File: src/rtl/mux_pkg.sv
// rtl/mux_pkg.sv - shared arbitration mode and channel limits for the stream mux
package mux_pkg;

    typedef enum logic {
        MUX_RR    = 1'b0,
        MUX_FIXED = 1'b1
    } mux_mode_t;

    localparam int MUX_MAX_IN = 16;

endpackage

File: src/rtl/rr_arbiter.sv
// rtl/rr_arbiter.sv - one-hot grant over requests, round-robin pointer or fixed priority
module rr_arbiter
    import mux_pkg::*;
#(
    parameter int        NUM_IN = 4,
    parameter mux_mode_t MODE   = MUX_RR,
    localparam int       IDX_W  = $clog2(NUM_IN)
) (
    input  logic              clk,
    input  logic              reset,
    input  logic [NUM_IN-1:0] req,
    input  logic              advance,
    output logic [NUM_IN-1:0] grant,
    output logic [IDX_W-1:0]  grant_idx
);

    logic [IDX_W-1:0]  r_ptr;
    logic [IDX_W-1:0]  w_start;
    logic [NUM_IN-1:0] w_grant;
    logic [IDX_W-1:0]  w_idx;
    logic              w_found;

    // Fixed priority is just a round-robin search that always starts at channel 0.
    assign w_start = (MODE == MUX_RR) ? r_ptr : '0;

    always_comb begin
        w_grant = '0;
        w_idx   = '0;
        w_found = 1'b0;
        for (int k = 0; k < NUM_IN; k++) begin
            int c;
            c = int'(w_start) + k;
            if (c >= NUM_IN) begin
                c = c - NUM_IN;
            end
            if (!w_found && req[c]) begin
                w_found    = 1'b1;
                w_grant[c] = 1'b1;
                w_idx      = IDX_W'(c);
            end
        end
    end

    always_ff @(posedge clk) begin
        if (reset) begin
            r_ptr <= '0;
        end else if (MODE == MUX_RR && advance) begin
            r_ptr <= (w_idx == IDX_W'(NUM_IN - 1)) ? '0 : w_idx + 1'b1;
        end
    end

    assign grant     = w_grant;
    assign grant_idx = w_idx;

endmodule

File: src/rtl/stream_mux_rr.sv
// rtl/stream_mux_rr.sv - N-input valid/ready stream selector with one registered output stage
module stream_mux_rr
    import mux_pkg::*;
#(
    parameter int        WIDTH  = 8,
    parameter int        NUM_IN = 4,
    parameter mux_mode_t MODE   = MUX_RR,
    localparam int       SEL_W  = $clog2(NUM_IN)
) (
    input  logic                    clk,
    input  logic                    reset,
    input  logic [NUM_IN*WIDTH-1:0] in_data,
    input  logic [NUM_IN-1:0]       in_valid,
    output logic [NUM_IN-1:0]       in_ready,
    output logic [WIDTH-1:0]        out_data,
    output logic [SEL_W-1:0]        out_sel,
    output logic                    out_valid,
    input  logic                    out_ready
);

    logic [WIDTH-1:0]  r_data;
    logic [SEL_W-1:0]  r_sel;
    logic              r_valid;

    logic [NUM_IN-1:0] w_grant;
    logic [SEL_W-1:0]  w_grant_idx;
    logic              w_accept;
    logic [NUM_IN-1:0] w_in_ready;
    logic              w_xfer;

    rr_arbiter #(
        .NUM_IN (NUM_IN),
        .MODE   (MODE)
    ) u_arb (
        .clk       (clk),
        .reset     (reset),
        .req       (in_valid),
        .advance   (w_xfer),
        .grant     (w_grant),
        .grant_idx (w_grant_idx)
    );

    // The slot can take a word when empty or when its current word leaves this cycle.
    assign w_accept   = ~r_valid | out_ready;
    assign w_in_ready = w_grant & {NUM_IN{w_accept & ~reset}};
    assign w_xfer     = |w_in_ready;

    always_ff @(posedge clk) begin
        if (reset) begin
            r_valid <= 1'b0;
            r_data  <= '0;
            r_sel   <= '0;
        end else if (w_xfer) begin
            r_valid <= 1'b1;
            r_data  <= in_data[w_grant_idx*WIDTH +: WIDTH];
            r_sel   <= w_grant_idx;
        end else if (out_ready) begin
            r_valid <= 1'b0;
        end
    end

    assign in_ready  = w_in_ready;
    assign out_data  = r_data;
    assign out_sel   = r_sel;
    assign out_valid = r_valid;

endmodule

File: config.mk
export PLATFORM = sky130hd
export DESIGN_NAME = stream_mux_rr
export DESIGN_NICKNAME = d
export VERILOG_FILES = /design/src/rtl/mux_pkg.sv /design/src/rtl/rr_arbiter.sv /design/src/rtl/stream_mux_rr.sv
export SDC_FILE = /design/constraint.sdc
export NUM_CORES = 1
export LEC_CHECK = 0
export CAP_MARGIN = 0
export CORE_UTILIZATION = 40
export CTS_CLUSTER_SIZE = 16
export DETAILED_ROUTE_END_ITERATION = 10
export DONT_BUFFER_PORTS = 1
export GPL_TIMING_DRIVEN = 0
export PLACE_DENSITY = 0.63
export SKIP_LAST_GASP = 1
export SLEW_MARGIN = 5
export SYNTH_ARGS = -nofsm -noshare
export SYNTH_HDL_FRONTEND = slang
export SYNTH_SLANG_ARGS = --single-unit
export TNS_END_PERCENT = 100
File: constraint.sdc
create_clock -name clk -period 11.2 [get_ports clk]
set_clock_uncertainty 0.05 [all_clocks]
set_input_delay 2.24 -clock clk [delete_from_list [all_inputs] [get_ports clk]]
set_output_delay 2.24 -clock clk [all_outputs]
set_load 0.01 [all_outputs]
==> impl_metrics.py <==
metrics = {
    "status": {
        "outcome": "finished, final reports clean",
    },
    "drt": {
        "ant_nets": 0,
        "initialDrtViolationCount": 53,
        "avgRoutedWirePerCell_um": 15.78,
        "drc_errors": 0,
        "vias_per_cell": 5.848,
        "first_pass_iters": 4,
        "num_vias": 1193,
        "wirelength_mm": 3.219,
    },
    "yosys": {
        "syn_inst": 154,
        "synth_cell_types": 35,
        "ys_seq_area_frac": 0.1810,
        "synth-seq-cells": 13,
        "syn-num-nets": 199,
        "syn-cell-area_mm2": 0.001438,
        "synth_area_per_cell_um2": 9.335,
        "ys.warnings.count": 0,
    },
    "timing": {
        "finalCriticalPeriod_ps": 5953,
        "worst_slack_ps": 5247,
        "finalSetupTns_ps": 0,
        "slew_viol_final": 0,
        "whs_ps": 472.1,
        "finalSetupViolCount": 0,
        "slew_headroom": 0.4500,
        "finalHoldViolations": 0,
        "finalCritPeriodShare": 0.5315,
        "worst_pin_slew_ps": 822.0,
        "max_freq_ghz": 0.1680,
        "rsz0062_at_grt": "no",
    },
    "floorplan": {
        "die_width_um": 61.95,
        "die_h_um": 61.95,
        "die_area_mm2": 0.003838,
        "coreArea_mm2": 0.003390,
        "rows": 21,
        "initial_core_util": 0.4241,
        "io_pins": 54,
    },
    "clock_tree": {
        "clkTransAtPathRegs_ps": 80,
        "post_cts_buffers": 0,
        "cts_buffers": 3,
        "cts.htree.levels": 1,
        "tritoncts": "done",
        "cts_resized": 0,
        "ctsHoldBuffers": 0,
        "insertion_delay_ps": 280,
        "cts-root-buf": "clkbuf_4",
        "clock-sinks": 13,
        "cts.path.max_buffers": 2,
    },
    "place": {
        "dp_hpwl_mm": 2.458,
        "pre_cts_slack_ps": 5256,
        "routabilityCongestion": 0.8191,
        "io_buffers": 0,
    },
    "grt": {
        "grt_pass1_vias": 1174,
        "antenna_found_initial": 0,
        "grt_max_degree": 11,
        "overflow": 0,
        "track_usage": 0.1787,
        "grt_pass1_wl_mm": 5.188,
    },
    "layout": {
        "drive_gt1_frac": 0.2152,
        "antenna_cells": 0,
        "nets": 204,
        "fillers": 324,
        "synthToLayoutAreaGrowth_pct": 5.831,
    },
    "hold_path": {
        "min-delay-start": "out_data[3]",
        "holdPathStages": 2,
        "hp-class": "reg2reg",
        "hold_end": "out_data[3]",
    },
    "power": {
        "pwr-share-comb": 0.761,
        "p_sw_frac": 0.4737,
        "p_leak_nw": 0.6290,
        "netSwitchingPower_uw": 230.8,
        "p_per_area_mw_per_mm2": 320.3,
        "peakVddDrop_mv": 0.1504,
        "seq_power_share": 0.179,
        "p_int_uw": 256.5,
        "power.share.clock": 0.060,
    },
    "critical_path": {
        "startpoint_type": "input port",
        "regToRegSetupSlack_ps": 6850,
        "endpoint_kind": "output port",
        "timing.rr.end": "u_arb.r_ptr[1]",
        "rr_startpoint": "u_arb.r_ptr[0]",
        "required_ps": 8910,
        "crit_type": "in2out",
        "arrival_ps": 3660,
        "path_max_fanout": 9,
        "r2r_cells": 14,
    },
    "run": {
        "drv_cap": 0,
    },
}
Yosys cell counts:
cell       instances  share of area
nor3b_1            2          0.010
mux4_2             3          0.047
nor2b_4            1         0.0096
o31a_1             2          0.012
o21ai_0            4          0.014
clkbuf_2           1         0.0035
a22oi_1            2          0.010
buf_6              3          0.023
a221o_1            2          0.014
and3_1             1         0.0044
a2111oi_4          2          0.038
nor2_4             1         0.0078
mux2_2            12          0.094
nand2_1            3         0.0078
a22o_1             1         0.0061
a31oi_1            2         0.0087
or3_1              1         0.0044
nand2b_1          13          0.057
o211ai_1           2          0.010
ha_1               6          0.052
nor2_1            14          0.037
o221ai_1           1         0.0061
or2b_1             1         0.0052
clkbuf_1           4          0.010
inv_1              5          0.013
dfxtp_1           13           0.18
or4b_2             1         0.0070
o31ai_2            2          0.017
o41ai_1            2          0.012
o22ai_1            2         0.0087
nor2b_1            3          0.013
o31ai_1            2          0.010
mux2i_1           30           0.21
a21oi_1            5          0.017
buf_2              5          0.017
placed cells by master (no fill, tap or decap), drive strengths merged:
cell type and count:
and3 1, clkbuf 9, or4b 1, o41ai 2, or3 1, o31a 2
a2111oi 2, nand2b 13, o21ai 4, a22o 1, dfxtp 13, o31ai 4
ha 6, nand2 3, mux2i 30, nor3b 2, or2b 1, nor2 15
mux4 3, a21oi 5, o211ai 2, o221ai 1, nor2b 4, buf 8
a221o 2, inv 5, a31oi 2, o22ai 2, mux2 12, a22oi 2
layer usage:
layer	share of wire	track usage	vias to the layer above
met3	0.067	0.03106	7
met4	0.014	0.05397	0
met1	0.42	0.2123	550
li1	-	-	576
met2	0.50	0.3252	60
met5	0	0	-
sequential cells by signal, indices dropped and copies added (netlist names):
register	cells
out_valid	1
u_arb.r_ptr	2
out_data	8
out_sel	2
worst max-delay path: stages:
cell and delay, ps:
clkbuf_2 140, mux4_2 500, nor2b_1 180, and3_1 170
buf_2 140, a22oi_1 90, nor2_1 200
how the worst max path moves through the flow:
stage,endpoint,start,cells past startpoint
after floorplan,in_ready[1],in_valid[1],7
after global placement,in_ready[1],in_valid[1],7
after detailed placement,in_ready[1],in_valid[1],7
after CTS,in_ready[1],in_valid[1],7
after global routing,in_ready[1],in_valid[1],7
final,in_ready[1],in_valid[1],7
cell type report:
| type | count | area, um^2 | area share |
|---|---|---|---|
| Multi-Input combinational cell | 123 | 1080 | 0.7097 |
| Sequential cell | 13 | 260.3 | 0.1711 |
| Clock buffer | 4 | 26.28 | 0.01727 |
| Inverter | 5 | 18.77 | 0.01234 |
| Buffer | 13 | 78.83 | 0.05181 |
| Tap cell | 46 | 57.56 | 0.03783 |
power groups by stage:
stage | logic, mW | clock network, mW | registers [mW]
4_1_cts | 0.373 | 0.0297 | 0.0875
2_1_floorplan | 0.314 | 0 | 0.0844
5_1_grt | 0.407 | 0.0327 | 0.0900
3_5_place_dp | 0.371 | 0 | 0.0879
3_3_place_gp | 0.359 | 0 | 0.0878
6_report | 0.371 | 0.0294 | 0.0873
cells by family (layout without fill, tap and decap cells):
group / after synthesis / after routing / synth area share
flops: 13 / 13 / 0.1810
compound gates: 31 / 31 / 0.1862
fa+ha+maj: 6 / 6 / 0.05222
buf+inv: 18 / 22 / 0.06788
simple gates: 41 / 41 / 0.1628
mux: 45 / 45 / 0.3499
through the flow:
stage / util / power (mW) / instance area [um^2] / cells
after global placement: 0.4411 / 0.4465 / 1495 / 200
after global routing: 0.4489 / 0.5293 / 1521 / 204
after floorplan: - / 0.3984 / 1438 / 154
after detailed placement: 0.4411 / 0.4590 / 1495 / 200
final: 0.4489 / 0.4874 / 1521 / 204
after CTS: 0.4489 / 0.4899 / 1521 / 204
No activity file was read; power rests on OpenSTA's default activity.
